===== src/rtl/shape_scheduler.sv =====
// Scene sequencer: optional screen-clear pass, then one circle per valid shape-table
// entry, with the VGA port muxed to whichever engine currently owns the screen.
module shape_scheduler #(
    parameter bit CLEAR_EN = 1'b1
) (
    input  logic        clk,
    input  logic        rst_n,
    input  logic        start,
    output logic        done,
    input  logic        cfg_we,
    input  logic [1:0]  cfg_addr,
    input  logic [26:0] cfg_data,
    output logic        fill_start,
    input  logic        fill_done,
    input  logic [7:0]  fill_x,
    input  logic [6:0]  fill_y,
    input  logic [2:0]  fill_colour,
    input  logic        fill_plot,
    output logic        circ_start,
    input  logic        circ_done,
    output logic [7:0]  circ_cx,
    output logic [6:0]  circ_cy,
    output logic [7:0]  circ_r,
    output logic [2:0]  circ_colour,
    input  logic [7:0]  circ_x,
    input  logic [6:0]  circ_y,
    input  logic [2:0]  circ_colour_px,
    input  logic        circ_plot,
    output logic [7:0]  vga_x,
    output logic [6:0]  vga_y,
    output logic [2:0]  vga_colour,
    output logic        vga_plot,
    output logic [2:0]  shapes_drawn
);

    typedef enum logic [2:0] {
        S_IDLE      = 3'd0,
        S_CLEAR     = 3'd1,
        S_CLR_DRAIN = 3'd2,
        S_SELECT    = 3'd3,
        S_DRAW      = 3'd4,
        S_DRW_DRAIN = 3'd5,
        S_FINISH    = 3'd6
    } state_t;

    state_t      state_q, state_d;
    logic [2:0]  ptr_q, ptr_d;
    logic [2:0]  cnt_q, cnt_d;
    logic [7:0]  cx_q, cx_d;
    logic [6:0]  cy_q, cy_d;
    logic [7:0]  r_q, r_d;
    logic [2:0]  col_q, col_d;
    logic [26:0] entry_q [4];
    logic [26:0] entry_d [4];

    function automatic logic entry_valid(input logic [26:0] e);
        return e[26];
    endfunction

    // Next-state, pointer/count bookkeeping and shape-table writes
    always_comb begin
        state_d = state_q;
        ptr_d   = ptr_q;
        cnt_d   = cnt_q;
        cx_d    = cx_q;
        cy_d    = cy_q;
        r_d     = r_q;
        col_d   = col_q;
        for (int i = 0; i < 4; i++) begin
            entry_d[i] = entry_q[i];
        end
        case (state_q)
            S_IDLE: begin
                if (cfg_we) begin
                    entry_d[cfg_addr] = cfg_data;
                end else begin
                    entry_d[cfg_addr] = entry_q[cfg_addr];
                end
                if (start) begin
                    ptr_d = 3'd0;
                    cnt_d = 3'd0;
                    if (CLEAR_EN) begin
                        state_d = S_CLEAR;
                    end else begin
                        state_d = S_SELECT;
                    end
                end else begin
                    state_d = S_IDLE;
                end
            end
            S_CLEAR: begin
                if (fill_done) state_d = S_CLR_DRAIN;
                else           state_d = S_CLEAR;
            end
            S_CLR_DRAIN: begin
                if (!fill_done) state_d = S_SELECT;
                else            state_d = S_CLR_DRAIN;
            end
            S_SELECT: begin
                // Pointer bit 2 set means all four entries have been examined
                if (ptr_q[2]) begin
                    state_d = S_FINISH;
                end else if (entry_valid(entry_q[ptr_q[1:0]])) begin
                    cx_d    = entry_q[ptr_q[1:0]][25:18];
                    cy_d    = entry_q[ptr_q[1:0]][17:11];
                    r_d     = entry_q[ptr_q[1:0]][10:3];
                    col_d   = entry_q[ptr_q[1:0]][2:0];
                    state_d = S_DRAW;
                end else begin
                    ptr_d = ptr_q + 3'd1;
                end
            end
            S_DRAW: begin
                if (circ_done) begin
                    state_d = S_DRW_DRAIN;
                    ptr_d   = ptr_q + 3'd1;
                    cnt_d   = (cnt_q == 3'd4) ? cnt_q : cnt_q + 3'd1;
                end else begin
                    state_d = S_DRAW;
                end
            end
            S_DRW_DRAIN: begin
                if (!circ_done) state_d = S_SELECT;
                else            state_d = S_DRW_DRAIN;
            end
            S_FINISH: begin
                if (!start) state_d = S_IDLE;
                else        state_d = S_FINISH;
            end
            default: state_d = S_IDLE;
        endcase
    end

    // State and datapath registers with synchronous active-low reset
    always_ff @(posedge clk) begin
        if (!rst_n) begin
            state_q <= S_IDLE;
            ptr_q   <= 3'd0;
            cnt_q   <= 3'd0;
            cx_q    <= 8'd0;
            cy_q    <= 7'd0;
            r_q     <= 8'd0;
            col_q   <= 3'd0;
            for (int i = 0; i < 4; i++) begin
                entry_q[i] <= 27'd0;
            end
        end else begin
            state_q <= state_d;
            ptr_q   <= ptr_d;
            cnt_q   <= cnt_d;
            cx_q    <= cx_d;
            cy_q    <= cy_d;
            r_q     <= r_d;
            col_q   <= col_d;
            for (int i = 0; i < 4; i++) begin
                entry_q[i] <= entry_d[i];
            end
        end
    end

    assign fill_start   = (state_q == S_CLEAR);
    assign circ_start   = (state_q == S_DRAW);
    assign done         = (state_q == S_FINISH);
    assign circ_cx      = cx_q;
    assign circ_cy      = cy_q;
    assign circ_r       = r_q;
    assign circ_colour  = col_q;
    assign shapes_drawn = cnt_q;

    // Zero-latency VGA mux: only the engine owning the current state reaches the screen
    always_comb begin
        vga_x      = 8'd0;
        vga_y      = 7'd0;
        vga_colour = 3'd0;
        vga_plot   = 1'b0;
        case (state_q)
            S_CLEAR: begin
                vga_x      = fill_x;
                vga_y      = fill_y;
                vga_colour = fill_colour;
                vga_plot   = fill_plot;
            end
            S_DRAW: begin
                vga_x      = circ_x;
                vga_y      = circ_y;
                vga_colour = circ_colour_px;
                vga_plot   = circ_plot;
            end
            default: begin
                vga_x      = 8'd0;
                vga_y      = 7'd0;
                vga_colour = 3'd0;
                vga_plot   = 1'b0;
            end
        endcase
    end

endmodule


===== config.mk =====
export PLATFORM = sky130hd
export DESIGN_NAME = shape_scheduler
export DESIGN_NICKNAME = d
export VERILOG_FILES = /design/src/rtl/shape_scheduler.sv
export SDC_FILE = /design/constraint.sdc
export NUM_CORES = 1
export LEC_CHECK = 0
export BUFFER_PORTS_ARGS = -buffer_cell sky130_fd_sc_hd__buf_2
export CAP_MARGIN = 20
export CORE_MARGIN = 2
export CORE_UTILIZATION = 50
export CTS_CLUSTER_DIAMETER = 30
export DETAILED_ROUTE_END_ITERATION = 8
export PLACE_DENSITY = 0.76
export SLEW_MARGIN = 10
export SYNTH_ARGS = -nofsm -noshare
export SYNTH_HDL_FRONTEND = slang
export SYNTH_SLANG_ARGS = --single-unit

===== constraint.sdc =====
create_clock -name clk -period 2.2 [get_ports clk]
set_clock_uncertainty 0.2 [all_clocks]
set_input_delay 0.66 -clock clk [delete_from_list [all_inputs] [get_ports clk]]
set_output_delay 0.66 -clock clk [all_outputs]
set_load 0.005 [all_outputs]

* Word-level counts from Yosys, hierarchy flattened
Memory sizes are Yosys's and may differ from the RTL's. A register that Yosys moved wholly into a read port is not among the register bits.
Index checks and enable logic that the tools add are counted.
** Operators by class
- $add $sub $neg :: 2
- Multiply operators :: 0
- Divide/modulo/power cells :: 0
- Magnitude comparators :: 2
- Eq/ne operators :: 13
- Shifts and indexed selects :: 0
- Muxes and demuxes :: 35
- Bitwise logic cells :: 6
- Reduce and logical (&&, ||, !) cells :: 8
** Operator list (number)
- $bwmux 108 :: 2
- $mux 108 :: 2
- $mux 27 :: 5
- $demux 27 s2 :: 1
- $mux 3 :: 10
- $pmux 3 s7 :: 1
- $pmux 8 s2 :: 1
- $pmux 7 s2 :: 1
- $eq 3x3->1 const B :: 4
- $pmux 3 s2 :: 2
- $pmux 3 s3 :: 1
- $ne 2x2->1 const B :: 4
- $add 3x1->3 const B :: 2
- $eq 3x2->1 const B :: 2
- $mux 2 :: 3
- $reduce_and 3->1 :: 2
- $mux 1 :: 5
- $reduce_and 5->1 :: 1
- $or 1x1->1 :: 4
- $reduce_and 4->1 :: 1
- $eq 3x1->1 const B :: 1
- $ge 3x3->1 const B :: 1
- $logic_not 3->1 :: 1
- $lt 3x1->1 const B :: 1
- 8 further kinds :: 8
** Storage, ports and cells
- Register bits after elaboration :: 35
- Bits in latches :: 0
- Memory bits (writable) :: 108
- Memory bits (read-only) :: 0
- Input bits :: 73
- Output and inout bits :: 51
- Memories :: 1
** Memories
- entry_q :: depth 4, width 27, read ports 6, clocked after Yosys merged registers in 1, write ports 4, RTL line 53 : logic [26:0] entry_q [4];

* Logic depth before layout (Yosys ltp)
- Word-level depth :: 9
- Depth in mapped cells :: 8
- Gate-level depth less buffers :: 6

* Worst setup path before layout
OpenSTA, ideal clock, no wires.
- Kind :: register -> output
- Start point :: reg state_q[2]
- End point :: out vga_x[1]
- Data arrival time :: 1.400 ns
- Path slack :: -0.060 ns
- Cell stages (with the launch flop) :: 6
- Buffers on the path :: 2
- Path through :: dfxtp_1 -> buf_2 -> or3b_2 -> inv_1 -> buf_2 -> a22o_1
** On the way
- Word-level cells in the longest chain between the ends :: 2
- Elaborated cells between the ends (all ways) :: 3
- Classes of those cells :: eq/ne: 2; mux: 1
** RTL lines
- from (decl) :: RTL line 46 : state_t state_q, state_d;
- from (signal assigned) :: RTL line 148 : state_q <= state_d;
- $eq 3x3->1
- via circ_start :: RTL line 19 : output logic circ_start,
- $pmux 8 s2 :: RTL line 176 : case (state_q)
- to (decl) :: RTL line 29 : output logic [7:0] vga_x,
The timed path passes the listed nets, and every way through them passes these cells.

* Worst setup path after layout
- Start point :: reg state_q[0]
- End point :: out vga_x[3]
** On the way
- Word-level cells in the longest chain between the ends :: 2
- Elaborated cells between the ends (all ways) :: 3
- Classes of those cells :: eq/ne: 2; mux: 1
** RTL lines (RTL line)
- $eq 3x3->1 or $eq 3x1->1 (tied branches) :: 176
- $pmux 8 s2 (*) :: 176
Every way passes the cells marked *; elsewhere a longest branch is shown, timed or not.

==> impl_metrics.tcl <==
set metrics [dict create \
    synthArstFlopShare_pct 0 \
    cts-root-buf "clkbuf_16" \
    start_util_pct 50.6 \
    grt_usage_pct 26.9 \
    rsz0062_at_grt "true" \
    drv_slew 0 \
    pin_count 124 \
    drtIter0Drc 390 \
    cts_tree "built" \
    leakagePower_nw 3.36 \
    syn_nets 747 \
    hold_viol 0 \
    fmax_mhz 398 \
    clk_pin_slew_worst_paths_ps 60 \
    dieArea_um2 14200 \
    first_pass_iters 5 \
    power_per_cell_area_nw_per_um2 770 \
    timing.slew.headroom_pct 68.5 \
    dpl_cell_area_um2 7660 \
    critPathCaptureType "primary output" \
    layout_min_cycle_time_ps 2510 \
    via_count 5915 \
    period_share_pct 114 \
    htree_levels 4 \
    grt_max_degree 29 \
    failed_checks "negative setup slack" \
    cts_buffers 17 \
    synth_seq_cells 145 \
    grt-ovfl-total 0 \
    grtUsageMet3_pct 6.94 \
    worstMarginPinSlew_ps 473 \
    crit_path_start_kind "register" \
    yosysTopAreaCell "dfxtp_1" \
    drcViolationCount 0 \
    max_cap_viol_count 0 \
    cts.sinks 145 \
    syn_inst 671 \
    synth_edf_count 0 \
    final_cells 1004 \
    grt_busiest_layer "met2" \
    synth_area_leaders "dfxtp_1 (44%), mux4_2 (16%), nand2_1 (9.4%), o21ai_0 (8.4%), mux2i_1 (4.4%)" \
    irDropWorstVdd_uv 441 \
    die_h_um 119 \
    clk_latency_ps 420 \
    core_area_um2 13100 \
    drive_gt1_share_pct 32.4 \
    dp_cells 961 \
    avgRoutedWirePerCell_um 18.8 \
    wirelength_um 18800 \
    cts_buffer_depth 2 \
    first_global_vias 5970 \
    antenna_found_initial 0 \
    regArea_um2 2910 \
    synthTopCellsByCount "nand2_1 (166), dfxtp_1 (145), o21ai_0 (111)" \
    outcome "finished with violations" \
    area_growth_pct 26.1 \
    setup_viol 21 \
    grt_first_pass_wirelength_um 29800 \
    fillers 1040 \
    die_w_um 119 \
    path_class "register to primary output" \
    syn_area_um2 6650 \
    ys_seq_area_share_pct 43.7 \
    synth.distinct_cells 42 \
    synthMostInstantiatedCell "nand2_1" \
    finalWorstSetupSlack_ps -312 \
    n_antenna_cell 0 \
    hp-class "register to register" \
    routabilityCongestion 0.865 \
    design_area_um2 8390 \
    cp.required_ps 1340 \
    portBuffers 123 \
    multi_input_area_um2 3480 \
    synth.top_cell.area_share_pct 43.7 \
    use_met1_pct 30.5 \
    avgSynthCellArea_um2 9.91 \
    viasPerCell 5.89 \
    synth-main-ff-cell "dfxtp_1" \
    placementRows 42 \
    synth_warnings 0 \
    nets 891 \
    dp_hpwl_um 12500 \
    grt_use_met2_pct 45.9 \
    ant_nets 0 \
    critPathArrivalTime_ps 1650 \
    crit_fanout 9 \
]
final cells by class:
| class | instances | area share [%] |
|---|---|---|
| Clock buffer | 17 | 5.07 |
| Inverter | 8 | 0.388 |
| Sequential cell | 145 | 34.6 |
| Clock inverter | 15 | 1.76 |
| Tap cell | 176 | 2.63 |
| Timing Repair Buffer | 176 | 14.1 |
| Multi-Input combinational cell | 467 | 41.5 |
through the flow:
stage	setup TNS [ps]	power [mW]	hold slack, ps	setup slack, ps	utilization [%]
after floorplan	0	3.28	233	16.7	-
after global placement	0	3.59	241	0.191	58.3
after detailed placement	-684	3.62	245	-65.8	58.3
after CTS	-5850	6.44	254	-304	63.3
after global routing	-7000	6.67	278	-362	63.8
final	-5610	6.46	249	-312	63.8
kinds of logic (layout without fill, tap and decap cells):
family / count (synthesis) / count (layout) / synth area share [%]
buffers and inverters: 59 / 216 / 4.31
multiplexers: 83 / 83 / 23.1
flip-flops: 145 / 145 / 43.7
AND/OR/NAND/NOR: 196 / 196 / 12.6
AO/OA/AOI/OAI: 185 / 185 / 15.8
adder cells (fa/ha/maj): 3 / 3 / 0.565
flip-flops by register name (all words and copies together), names as in the netlist, named ones only:
name          count
entry_q         108
circ_cx           8
circ_r            8
circ_cy           7
circ_colour       3
ptr_q             3
shapes_drawn      3
state_q           3
worst max-delay path, stage by stage (launching register included):
cell and delay [ps]:
dfxtp_2 330, or3b_4 410, inv_4 90, buf_12 120
a22o_1 170, buf_2 120
repair_timing:
item	CTS	global route
setup buffers	3	6
endpoints found under the hold margin	0	0
gates cloned	2	0
pin swaps	4	5
hold buffers	0	0
setup endpoints to repair	21	22
resized for setup	12	8
cells in the final DEF, fill, tap and decap left out, drive strengths merged, types with 2 or more instances in the layout:
cell type	Yosys	final
buf	25	176
o21ai	112	112
o2111ai	2	2
clkbuf	26	17
nor3	5	5
o31ai	3	3
nand2	166	166
o22ai	2	2
a31oi	3	3
nand3b	2	2
or3b	2	2
inv	8	17
dfxtp	145	145
a21oi	39	39
clkinv	0	2
mux4	54	54
nor2b	6	6
nor2	4	4
o31a	2	2
ha	3	3
and3b	2	2
mux2i	29	29
clkinvlp	0	3
a22o	19	19
nand3	2	2
power by group:
group / switching (mW) / leakage [nW] / internal [mW] / total, mW
Combinational: 0.464 / 1.91 / 0.418 / 0.882
Clock: 1.20 / 0.274 / 1.59 / 2.79
Sequential: 0.0648 / 1.17 / 2.72 / 2.78
routing by layer:
metal / wire length (um) / up-vias
li1: - / 2716
met1: 7020 / 2813
met2: 9350 / 330
met3: 1620 / 56
met4: 844 / 0
met5: 0 / -
final timing paths:
kind	startpoint	end	slack [ps]	cells past startpoint
max reg2reg	state_q[1]	entry_q[3][9]	100	7
min reg2reg	circ_cx[1]	circ_cx[1]	250	2
min	circ_cx[1]	circ_cx[1]	250	2
max	state_q[0]	vga_x[3]	-310	5
(Power assumes the default switching activity.)
